==> src/rtl/ex_mem_lsu_if.sv <==
// SRAM bus bundle between the EX/MEM load/store sequencer (master) and
// the external base SRAM pads (slave). All strobes are active-low.
interface ex_mem_lsu_if #(
  parameter int ADDR_W = 20
);
  logic [ADDR_W-1:0] sram_addr_o;
  logic [31:0]       sram_data_o;
  logic [31:0]       sram_data_i;
  logic              sram_drive_o;
  logic [3:0]        sram_be_n_o;
  logic              sram_ce_n_o;
  logic              sram_oe_n_o;
  logic              sram_we_n_o;

  modport master (
    output sram_addr_o, sram_data_o, sram_drive_o, sram_be_n_o,
    output sram_ce_n_o, sram_oe_n_o, sram_we_n_o,
    input  sram_data_i
  );

  modport slave (
    input  sram_addr_o, sram_data_o, sram_drive_o, sram_be_n_o,
    input  sram_ce_n_o, sram_oe_n_o, sram_we_n_o,
    output sram_data_i
  );
endinterface

==> src/rtl/ex_mem_lsu.sv <==
// EX/MEM pipeline register fused with a multi-cycle SRAM load/store
// sequencer. The pipeline is held (stall_req_o) while an access is in
// flight; loads return aligned, extended data on wdata_o.
// Optional macro LSU_MISALIGN_EXC_EN: misaligned LW/SW/LH/LHU/SH skip the
// SRAM, suppress the register write and report misalign_o/badvaddr_o.
module ex_mem_lsu #(
  parameter int ADDR_W      = 20,
  parameter int WAIT_CYCLES = 1
) (
  input  logic        clk_i,
  input  logic        rst_i,
  input  logic        stall_i,
  input  logic        flush_i,
  input  logic [4:0]  ex_wd_i,
  input  logic        ex_wreg_i,
  input  logic [31:0] ex_wdata_i,
  input  logic [3:0]  ex_memop_i,
  input  logic [31:0] ex_mem_addr_i,
  input  logic [31:0] ex_mem_wdata_i,
  output logic [4:0]  wd_o,
  output logic        wreg_o,
  output logic [31:0] wdata_o,
  output logic        stall_req_o,
  ex_mem_lsu_if.master sram
`ifdef LSU_MISALIGN_EXC_EN
  ,
  output logic        misalign_o,
  output logic [31:0] badvaddr_o
`endif
);

  localparam logic [3:0] OP_NONE = 4'd0;
  localparam logic [3:0] OP_LB   = 4'd1;
  localparam logic [3:0] OP_LBU  = 4'd2;
  localparam logic [3:0] OP_LH   = 4'd3;
  localparam logic [3:0] OP_LHU  = 4'd4;
  localparam logic [3:0] OP_LW   = 4'd5;
  localparam logic [3:0] OP_SB   = 4'd6;
  localparam logic [3:0] OP_SH   = 4'd7;
  localparam logic [3:0] OP_SW   = 4'd8;
  localparam logic [3:0] CNT_INIT = 4'(WAIT_CYCLES - 1);

  typedef enum logic [1:0] {ST_IDLE, ST_ACCESS, ST_DONE} state_e;

  state_e      r_state;
  logic [3:0]  r_op;
  logic [3:0]  r_cnt;
  logic [4:0]  r_wd;
  logic        r_wreg;
  logic [31:0] r_wdata;
  logic [31:0] r_addr;
  logic [31:0] r_sdata;

  logic        w_is_load;
  logic        w_is_store;
  logic        w_busy;
  logic [3:0]  w_op_in;
  logic [7:0]  w_byte;
  logic [15:0] w_half;
  logic [31:0] w_load_data;
  logic [3:0]  w_be_n;
  logic [31:0] w_sdata_rep;
  logic        w_unused_addr;

  // Only the word address reaches the SRAM; upper byte-address bits are dropped.
  assign w_unused_addr = ^r_addr[31:ADDR_W+2];

  // Unknown op encodings are normalised to NONE at capture.
  assign w_op_in    = (ex_memop_i > OP_SW) ? OP_NONE : ex_memop_i;
  assign w_is_load  = (r_op >= OP_LB) && (r_op <= OP_LW);
  assign w_is_store = (r_op >= OP_SB) && (r_op <= OP_SW);
  assign w_busy     = ((r_state == ST_IDLE) && (w_is_load || w_is_store)) ||
                      (r_state == ST_ACCESS);

  assign wd_o        = r_wd;
  assign wreg_o      = r_wreg;
  assign wdata_o     = r_wdata;
  assign stall_req_o = w_busy;

  // Strobes and bus are decoded from registered state only, so they glitch-free
  // follow reset and flush.
  assign sram.sram_ce_n_o  = ~w_busy;
  assign sram.sram_oe_n_o  = ~((r_state == ST_ACCESS) && w_is_load);
  assign sram.sram_we_n_o  = ~((r_state == ST_ACCESS) && w_is_store);
  assign sram.sram_drive_o = w_busy && w_is_store;
  assign sram.sram_addr_o  = w_busy ? r_addr[ADDR_W+1:2] : '0;
  assign sram.sram_be_n_o  = w_busy ? w_be_n : 4'hF;
  assign sram.sram_data_o  = (w_busy && w_is_store) ? w_sdata_rep : 32'h0;

  // Little-endian lane selection and sign/zero extension of returning load data.
  always_comb begin
    case (r_addr[1:0])
      2'd0:    w_byte = sram.sram_data_i[7:0];
      2'd1:    w_byte = sram.sram_data_i[15:8];
      2'd2:    w_byte = sram.sram_data_i[23:16];
      default: w_byte = sram.sram_data_i[31:24];
    endcase
    w_half = r_addr[1] ? sram.sram_data_i[31:16] : sram.sram_data_i[15:0];
    case (r_op)
      OP_LB:   w_load_data = {{24{w_byte[7]}}, w_byte};
      OP_LBU:  w_load_data = {24'h0, w_byte};
      OP_LH:   w_load_data = {{16{w_half[15]}}, w_half};
      OP_LHU:  w_load_data = {16'h0, w_half};
      default: w_load_data = sram.sram_data_i;
    endcase
  end

  // Byte-lane enables and replicated store data; loads enable every lane.
  always_comb begin
    case (r_op)
      OP_SB: begin
        w_be_n      = ~(4'b0001 << r_addr[1:0]);
        w_sdata_rep = {4{r_sdata[7:0]}};
      end
      OP_SH: begin
        w_be_n      = r_addr[1] ? 4'b0011 : 4'b1100;
        w_sdata_rep = {2{r_sdata[15:0]}};
      end
      default: begin
        w_be_n      = 4'b0000;
        w_sdata_rep = r_sdata;
      end
    endcase
  end

`ifdef LSU_MISALIGN_EXC_EN
  logic        r_misalign;
  logic [31:0] r_badvaddr;
  logic        w_misalign;

  assign misalign_o = r_misalign;
  assign badvaddr_o = r_badvaddr;

  // Word ops need addr[1:0]==0, halfword ops need addr[0]==0.
  always_comb begin
    w_misalign = 1'b0;
    case (w_op_in)
      OP_LW, OP_SW:         w_misalign = |ex_mem_addr_i[1:0];
      OP_LH, OP_LHU, OP_SH: w_misalign = ex_mem_addr_i[0];
      default:              w_misalign = 1'b0;
    endcase
  end
`endif

  // Pipeline capture (flush > hold > load) and the access sequencer.
  always_ff @(posedge clk_i or negedge rst_i) begin
    if (!rst_i) begin
      r_state <= ST_IDLE;
      r_op    <= OP_NONE;
      r_cnt   <= 4'd0;
      r_wd    <= 5'd0;
      r_wreg  <= 1'b0;
      r_wdata <= 32'h0;
      r_addr  <= 32'h0;
      r_sdata <= 32'h0;
`ifdef LSU_MISALIGN_EXC_EN
      r_misalign <= 1'b0;
      r_badvaddr <= 32'h0;
`endif
    end else begin
`ifdef LSU_MISALIGN_EXC_EN
      r_misalign <= 1'b0;
`endif
      if (flush_i) begin
        r_state <= ST_IDLE;
        r_op    <= OP_NONE;
        r_wd    <= 5'd0;
        r_wreg  <= 1'b0;
        r_wdata <= 32'h0;
      end else if (w_busy || stall_i) begin
        // Pipeline registers hold; the sequencer keeps running.
        case (r_state)
          ST_IDLE: begin
            if (w_busy) begin
              r_state <= ST_ACCESS;
              r_cnt   <= CNT_INIT;
            end
          end
          ST_ACCESS: begin
            if (r_cnt == 4'd0) begin
              r_state <= ST_DONE;
              if (w_is_load) r_wdata <= w_load_data;
            end else begin
              r_cnt <= r_cnt - 4'd1;
            end
          end
          default: r_state <= r_state;
        endcase
      end else begin
        r_state <= ST_IDLE;
        r_op    <= w_op_in;
        r_wd    <= ex_wd_i;
        r_wreg  <= ex_wreg_i;
        r_wdata <= ex_wdata_i;
        r_addr  <= ex_mem_addr_i;
        r_sdata <= ex_mem_wdata_i;
`ifdef LSU_MISALIGN_EXC_EN
        if (w_misalign) begin
          r_op       <= OP_NONE;
          r_wreg     <= 1'b0;
          r_misalign <= 1'b1;
          r_badvaddr <= ex_mem_addr_i;
        end
`endif
      end
    end
  end

endmodule

==> src/flat_wrapper.sv <==
// flat-port wrapper written by rule: the top's interface ports become plain ports
module ex_mem_lsu_flat 
#(
  parameter int ADDR_W      = 20,
  parameter int WAIT_CYCLES = 1
)
  (clk_i, rst_i, stall_i, flush_i, ex_wd_i, ex_wreg_i, ex_wdata_i, ex_memop_i, ex_mem_addr_i, ex_mem_wdata_i, wd_o, wreg_o, wdata_o, stall_req_o, sram_sram_addr_o, sram_sram_data_o, sram_sram_drive_o, sram_sram_be_n_o, sram_sram_ce_n_o, sram_sram_oe_n_o, sram_sram_we_n_o, sram_sram_data_i);
  ex_mem_lsu_if #(.ADDR_W(ADDR_W)) sram_i ();
  input  logic clk_i;
  input  logic rst_i;
  input  logic stall_i;
  input  logic flush_i;
  input  logic [4:0] ex_wd_i;
  input  logic ex_wreg_i;
  input  logic [31:0] ex_wdata_i;
  input  logic [3:0] ex_memop_i;
  input  logic [31:0] ex_mem_addr_i;
  input  logic [31:0] ex_mem_wdata_i;
  output logic [4:0] wd_o;
  output logic wreg_o;
  output logic [31:0] wdata_o;
  output logic stall_req_o;
  output wire logic [$bits(sram_i.sram_addr_o)-1:0] sram_sram_addr_o;
  output wire logic [$bits(sram_i.sram_data_o)-1:0] sram_sram_data_o;
  output wire logic [$bits(sram_i.sram_drive_o)-1:0] sram_sram_drive_o;
  output wire logic [$bits(sram_i.sram_be_n_o)-1:0] sram_sram_be_n_o;
  output wire logic [$bits(sram_i.sram_ce_n_o)-1:0] sram_sram_ce_n_o;
  output wire logic [$bits(sram_i.sram_oe_n_o)-1:0] sram_sram_oe_n_o;
  output wire logic [$bits(sram_i.sram_we_n_o)-1:0] sram_sram_we_n_o;
  input wire logic [$bits(sram_i.sram_data_i)-1:0] sram_sram_data_i;
  assign sram_sram_addr_o = sram_i.sram_addr_o;
  assign sram_sram_data_o = sram_i.sram_data_o;
  assign sram_sram_drive_o = sram_i.sram_drive_o;
  assign sram_sram_be_n_o = sram_i.sram_be_n_o;
  assign sram_sram_ce_n_o = sram_i.sram_ce_n_o;
  assign sram_sram_oe_n_o = sram_i.sram_oe_n_o;
  assign sram_sram_we_n_o = sram_i.sram_we_n_o;
  assign sram_i.sram_data_i = sram_sram_data_i;
  ex_mem_lsu #(.ADDR_W(ADDR_W), .WAIT_CYCLES(WAIT_CYCLES)) u_core (.clk_i(clk_i), .rst_i(rst_i), .stall_i(stall_i), .flush_i(flush_i), .ex_wd_i(ex_wd_i), .ex_wreg_i(ex_wreg_i), .ex_wdata_i(ex_wdata_i), .ex_memop_i(ex_memop_i), .ex_mem_addr_i(ex_mem_addr_i), .ex_mem_wdata_i(ex_mem_wdata_i), .wd_o(wd_o), .wreg_o(wreg_o), .wdata_o(wdata_o), .stall_req_o(stall_req_o), .sram(sram_i));
endmodule
==> config.mk <==
export PLATFORM = sky130hd
export DESIGN_NAME = ex_mem_lsu_flat
export DESIGN_NICKNAME = d
export VERILOG_FILES = /design/src/rtl/ex_mem_lsu_if.sv /design/src/rtl/ex_mem_lsu.sv /design/src/flat_wrapper.sv
export SDC_FILE = /design/constraint.sdc
export NUM_CORES = 1
export LEC_CHECK = 0
export ABC_AREA = 1
export CAP_MARGIN = 25
export CORE_MARGIN = 3
export CORE_UTILIZATION = 40
export CTS_BUF_LIST = sky130_fd_sc_hd__clkbuf_4 sky130_fd_sc_hd__clkbuf_8 sky130_fd_sc_hd__clkbuf_16
export DETAILED_ROUTE_END_ITERATION = 10
export PLACE_DENSITY = 0.78
export SYNTH_ARGS = -nofsm -noshare
export SYNTH_HDL_FRONTEND = slang
export SYNTH_SLANG_ARGS = --single-unit
export TNS_END_PERCENT = 100
==> constraint.sdc <==
create_clock -name clk_i -period 1.8 [get_ports clk_i]
set_input_delay 0.45 -clock clk_i [delete_from_list [all_inputs] [get_ports clk_i]]
set_output_delay 0.45 -clock clk_i [all_outputs]
set_load 0.02 [all_outputs]
==> flow_summary.toml, run 1 <==
[worst_setup_path]
worstSetupPathType = "flop to output pin"
reg2reg_from = "u_core.r_op[1]$_DFFE_PN0P_"
crit_fanout = 7
crit_start = "u_core.r_op[1]$_DFFE_PN0P_"
start_kind = "flop"
critPathArrivalTime_ns = 1.95
crit_path_end_kind = "output pin"
required_ns = 1.35

[global_route]
grt_overflow = 0
grt_pass1_vias = 6960
track_usage_pct = 28.23
grt_pass1_wl_microns = 36780
grt_start_max_net_pins = 63
antenna_found_initial = 1

[outcome]
status = "finished, violations left"
violations = "negative setup slack"

[timing]
final_max_slew_viol_count = 0
maxSlewHeadroom_pct = 53.98
rsz0062_at_grt = "true"
period_share_pct = 133.4
tightest_slew_ns = 0.6861
setup-tns-final_ns = -74.39
final_hold_viol_count = 0
max_freq_ghz = 0.4164
fin_crit_ns = 2.401
hold_ws_ns = 0.05195
layout_setup_ws_ns = -0.6013
clock_skew_ns = 0.01101
setup_viol = 160

[drt]
drc = 0
routedWlPerCell_microns = 21.39
wirelength_microns = 29990
drtIter0Drc = 893
firstDrtPassIters = 5
antenna_left = 0
num_vias = 7970
via_per_inst = 5.685

[yosys]
synth_nets = 1020
synth_warnings = 0
ys_seq_elements = 102
seq_area_frac_synth_pct = 43.01
synthArstFlopShare_pct = 100.0
syn_inst = 876
netlist_area_sq_mm = 0.005934
avgSynthCellArea_sq_um = 6.774
synth_edf_count = 0
yosys_most_used_dff = "dfrtp_1"
yosys.cell_types.count = 29

[clock_network]
cts_tree = "built"
path_clk_slew_ns = 0.07
clkLatencyLatePin_ns = 0.37
cts_htree_levels = 3
cts-root-buf = "clkbuf_16"
ctsHoldBuffers = 0
numCtsBuffers = 9
cts_sinks = 102
clockBufferDepth = 2

[place]
portBuffers = 230
gp_congestion = 0.9336
placed_area_sq_mm = 0.009415
hpwl_microns = 15820

[floorplan]
start_util_pct = 41.78
die_w_microns = 127.8
dieArea_sq_mm = 0.01633
rows = 43
die_h_microns = 127.8
core_area_sq_mm = 0.01420
pin_count = 241

[power_and_ir_drop]
p_seq_share_pct = 26.8
vdd_drop_max_uv = 836.3
combPwrFrac_pct = 56.2
clkPwrFrac_pct = 17.0
p_per_area_mw_per_mm2 = 1109
finalPower_mw = 12.72
intPower_mw = 7.325
leakage_nw = 5.853
swShare_pct = 42.40
switching_power_mw = 5.393

[cells_and_area]
fin_area_sq_mm = 0.01147
num-fill-cells = 821
nets = 1360
drive_above_1_share_pct = 34.23
final_util_pct = 80.75
area_growth_syn_to_layout_pct = 93.28

[flow_run]
cap_violations = 0

[min_path]
hold_class = "primary input to async pin"
## Yosys cell counts (2+ instances only)
library cell / instances / area (sq um)
a211oi_1: 3 / 22.52
a21oi_1: 98 / 490.5
buf_1: 7 / 26.28
buf_2: 20 / 100.1
buf_4: 2 / 15.01
clkbuf_1: 20 / 75.07
clkinv_1: 3 / 11.26
dfrtp_1: 102 / 2552
ha_1: 2 / 25.02
inv_1: 85 / 319.1
inv_2: 4 / 15.01
nand2_1: 267 / 1002
nand2_2: 2 / 12.51
nand3_1: 88 / 440.4
nand3_2: 4 / 40.04
nand4_1: 16 / 100.1
nor2_1: 106 / 397.9
o21ai_0: 24 / 120.1
o21ai_1: 2 / 10.01
o22ai_1: 4 / 25.02
or2_2: 9 / 56.30
## kinds of logic after synthesis
kind of cell               share of synthesized area [%]
AOI/OAI and AO/OA                                  11.39
and+or+nand+nor                                    35.61
adders and majority gates                         0.4216
buffers and inverters                              9.572
DFF                                                43.01
## critical path, cell delays in order, from the launching register on
cell      delay [ns]
dfrtp_2         0.44
buf_4           0.16
nand3_4         0.11
nand2_4         0.13
nand2_8         0.13
clkinv_8        0.10
buf_4           0.13
o21ai_4         0.08
a21oi_2         0.14
buf_4           0.16
## power groups by stage
stage	clock, mW	sequential (mW)	combinational [mW]
2_1_floorplan	0	3.50	2.79
4_1_cts	2.14	3.33	5.89
6_report	2.16	3.41	7.15
5_1_grt	2.25	3.45	7.56
3_3_place_gp	0	3.33	5.41
3_5_place_dp	0	3.36	5.51
## state kept, by name, indices dropped and copies added (netlist names)
| signal | cells |
|---|---|
| u_core.r_sdata | 32 |
| u_core.wd_o | 5 |
| u_core.wreg_o | 1 |
| u_core.r_cnt | 4 |
| u_core.r_state | 2 |
| u_core.wdata_o | 32 |
| u_core.r_addr | 22 |
| u_core.r_op | 4 |
## stage by stage
stage	setup slack, ns	std cells
2_1_floorplan	-0.03288	876
3_3_place_gp	-0.5730	1325
3_5_place_dp	-0.6164	1325
4_1_cts	-0.4945	1362
5_1_grt	-0.6345	1402
6_report	-0.6013	1402
## path summary, 6_finish.rpt
check | cells past startpoint | slack (ns) | endpoint
max | 9 | -0.60 | sram_sram_data_o[25]
min | 2 | 0.05 | u_core.r_addr[10]$_DFFE_PN0P_
max reg2reg | 14 | -0.54 | u_core.r_sdata[30]$_DFFE_PN0P_
min reg2reg | 2 | 0.47 | u_core.wd_o[0]$_DFFE_PN0P_
max in group asynchronous | 2 | 1.39 | u_core.r_op[2]$_DFFE_PN0P_
min in group clk_i | 2 | 0.47 | u_core.wd_o[0]$_DFFE_PN0P_
## timing repair
action	4_1_cts	5_1_grt
setup buffers	13	22
pin swaps	6	13
cloned	8	17
setup endpoints to repair	168	190
resized for setup	389	196
## per-layer routing
metal  vias to the layer above  track usage, %  wire length (microns)
met5                         -               0                      0
met1                      3745           36.24                  10750
li1                       3479               -                      -
met3                       165           6.750                   2633
met4                         0           8.552                   1950
met2                       581           47.32                  14660
## cell type report
cell class                 instances  area, sq um  share of cell area [%]
clock buffer                      11        252.7                   2.204
tap                              180        225.2                   1.964
sequential                       102         2557                   22.30
timing repair buffer             376         4244                   37.00
multi-input combinational        634         3739                   32.60
clock inverter                     5        65.06                  0.5672
inverter                          93        384.1                   3.349
antenna                            1        2.502                 0.02182
## layout by cell type (no fill, tap or decap), types with 4 or more instances in the layout
cell type and count:
buf_12 28, buf_16 7, nand3_1 82, dlygate4sd2_1 6, nand4_1 16, a21oi_1 47
nand3_2 6, nor2_2 31, inv_1 80, or2_2 9, inv_4 4, buf_4 99
o21ai_0 10, o21ai_2 8, clkbuf_16 21, a21oi_4 8, nand2_8 4, nand3_4 4
nand2_1 253, o21ai_4 6, dfrtp_1 98, nor2_4 38, buf_6 59, a21oi_2 43
nor2_1 38, dfrtp_2 4, clkdlybuf4s50_1 135, dlymetal6s2s_1 27, nand2_2 12
Note: power is estimated with default switching activity, not from simulation.
==> run 2, diff against run 1 <==
--- a/config.mk
+++ b/config.mk
@@ -9,7 +9,7 @@
 export CAP_MARGIN = 25
 export CORE_MARGIN = 3
 export CORE_UTILIZATION = 40
-export CTS_BUF_LIST = sky130_fd_sc_hd__clkbuf_4 sky130_fd_sc_hd__clkbuf_8 sky130_fd_sc_hd__clkbuf_16
+export CTS_BUF_LIST = sky130_fd_sc_hd__clkbuf_8 sky130_fd_sc_hd__clkbuf_16
 export DETAILED_ROUTE_END_ITERATION = 10
 export PLACE_DENSITY = 0.78
 export SYNTH_ARGS = -nofsm -noshare
==> results of run 2 <==
Same layout as run 1: the final DEF is identical, and so are final timing and power.
==> run 3, diff against run 2 <==
--- a/config.mk
+++ b/config.mk
@@ -8,10 +8,12 @@
 export ABC_AREA = 1
 export CAP_MARGIN = 25
 export CORE_MARGIN = 3
-export CORE_UTILIZATION = 40
+export CORE_UTILIZATION = 58
 export CTS_BUF_LIST = sky130_fd_sc_hd__clkbuf_8 sky130_fd_sc_hd__clkbuf_16
 export DETAILED_ROUTE_END_ITERATION = 10
-export PLACE_DENSITY = 0.78
+export DONT_BUFFER_PORTS = 1
+export PLACE_DENSITY = 0.76
+export SKIP_CTS_REPAIR_TIMING = 1
 export SYNTH_ARGS = -nofsm -noshare
 export SYNTH_HDL_FRONTEND = slang
 export SYNTH_SLANG_ARGS = --single-unit
==> flow_summary.toml, run 3 (same netlist as run 1, synthesis figures left out) <==
[outcome]
status = "finished, violations left"
violations = "negative hold slack, negative setup slack"

[worst_setup_path]
worstSetupPathType = "flop to output pin"
crit_fanout = 5
r2r_slack_ns = -0.16
start_kind = "flop"
slowest_delay_ns = 0.49
crit_path_end_kind = "output pin"
critPathSlowestCell = "dfrtp_2"
critPathArrivalTime_ns = 1.89
crit_chain = "nor2_4, nand2_2, nand2_4, nand2_4, buf_4, a211oi_2, buf_4"
required_ns = 1.35

[drt]
via_per_inst = 5.827
num_vias = 6206
drc = 0
antenna_left = 0
route.layer.met1.wl_microns = 7088
firstDrtPassIters = 5
routedWlPerCell_microns = 18.18
route.met2.wl_microns = 9738
wl_met3_microns = 1860
drtIter0Drc = 453
wirelength_microns = 19360
top_layer_used = "met4"

[global_route]
track_usage_pct = 30.36
grt_start_max_net_pins = 103
grt_pass1_wl_microns = 27910
grt_pass1_vias = 5815
antenna_found_initial = 0
grt_overflow = 0

[floorplan]
pin_count = 241
rows = 36
dieArea_sq_mm = 0.01148
die_w_microns = 107.2
core_area_sq_mm = 0.009864
die_h_microns = 107.2
start_util_pct = 60.16

[timing]
max_freq_ghz = 0.4282
hold_ws_ns = -0.2530
final_hold_viol_count = 102
setup_viol = 157
final_max_slew_viol_count = 0
fin_crit_ns = 2.335
layout_setup_ws_ns = -0.5351
maxSlewHeadroom_pct = 72.70
setup-tns-final_ns = -33.03
tightest_slew_ns = 0.4070
period_share_pct = 129.7
clock_skew_ns = 0.01630
rsz0062_at_grt = "true"

[place]
post-place-ws_ns = -0.1133
gp_congestion = 1.024
portBuffers = 0
hpwl_microns = 13340
place_inst = 1033

[power_and_ir_drop]
leakage_nw = 3.846
p_per_area_mw_per_mm2 = 1237
vdd_drop_max_uv = 830.4

[cells_and_area]
stdcell_count = 1065
final_common_cell = "nand2_1"
nets = 1071
n_antenna_cell = 0
drive_above_1_share_pct = 22.53
final_util_pct = 77.12
area_growth_syn_to_layout_pct = 28.19
num-fill-cells = 694
layout_common_cells = "nand2_1 (260), dfrtp_1 (99), nand3_1 (84)"

[flow_run]
cap_violations = 0

[clock_network]
clkLatencyLatePin_ns = 0.38
clockBufferDepth = 2
cts_sinks = 102
numCtsBuffers = 9
path_clk_slew_ns = 0.12
cts_htree_levels = 3
cts-root-buf = "clkbuf_8"
cts_tree = "built"

[min_path]
hold_class = "primary input to async pin"
## run 3: cell types whose count changed in the layout (fill, tap and decap cells not counted), sizes merged
cell,previous run,this run
dlymetal6s2s,27,0
clkinv,4,5
buf,195,85
dlygate4sd2,6,0
clkbuf,23,13
nand2,272,270
clkdlybuf4s15,1,0
inv,91,93
clkdlybuf4s50,135,0
diode,1,0
bufinv,1,0
## run 3: path summary, 6_finish.rpt
kind / startpoint / endpoint / depth (start not counted)
setup / recovery: u_core.r_op[0]$_DFFE_PN0P_ / sram_sram_data_o[15] / 7
hold / removal: rst_i / u_core.r_cnt[2]$_DFFE_PN0P_ / 0
setup reg to reg: u_core.r_op[3]$_DFFE_PN0P_ / u_core.r_sdata[30]$_DFFE_PN0P_ / 12
hold reg to reg: u_core.r_sdata[23]$_DFFE_PN0P_ / u_core.r_sdata[23]$_DFFE_PN0P_ / 2
max in group asynchronous: rst_i / u_core.r_sdata[8]$_DFFE_PN0P_ / 0
min in group clk_i: ex_wd_i[4] / u_core.wd_o[4]$_DFFE_PN0P_ / 2
## run 3: metrics by stage
stage,area [sq um],total power [mW]
global placement,6794,7.137
CTS,6983,8.736
floorplan,6247,6.291
detailed placement,6794,7.294
finish,7607,9.407
global route,7607,10.02
## run 3: final cells by class
| type | count | area, sq um | share of cell area [%] |
|---|---|---|---|
| clock buffers | 9 | 123.9 | 1.628 |
| well taps | 133 | 166.4 | 2.188 |
| clock inverters | 7 | 65.06 | 0.8553 |
| multi-input cells | 632 | 3401 | 44.70 |
| repair buffers | 89 | 924.6 | 12.15 |
| inverters | 93 | 370.4 | 4.868 |
| flip-flops and latches | 102 | 2556 | 33.60 |
## run 3: power breakdown
| group | internal, mW | switching, mW |
|---|---|---|
| clock network | 0.538 | 0.909 |
| registers | 2.97 | 0.646 |
| logic | 1.57 | 2.77 |
| total | 5.08 | 4.33 |
## run 3: worst max-delay path, delay by kind of cell, from the launching register on
family | cells | cell delay [ns]
DFF | 1 | 0.49
and+or+nand+nor | 4 | 0.43
buffers and inverters | 2 | 0.35
AOI/OAI and AO/OA | 1 | 0.23
## run 3: routing by layer
layer	track usage, %	vias to the layer above
met5	0	-
met2	51.47	328
met1	36.81	2926
met4	10.41	0
li1	-	2895
met3	9.031	57
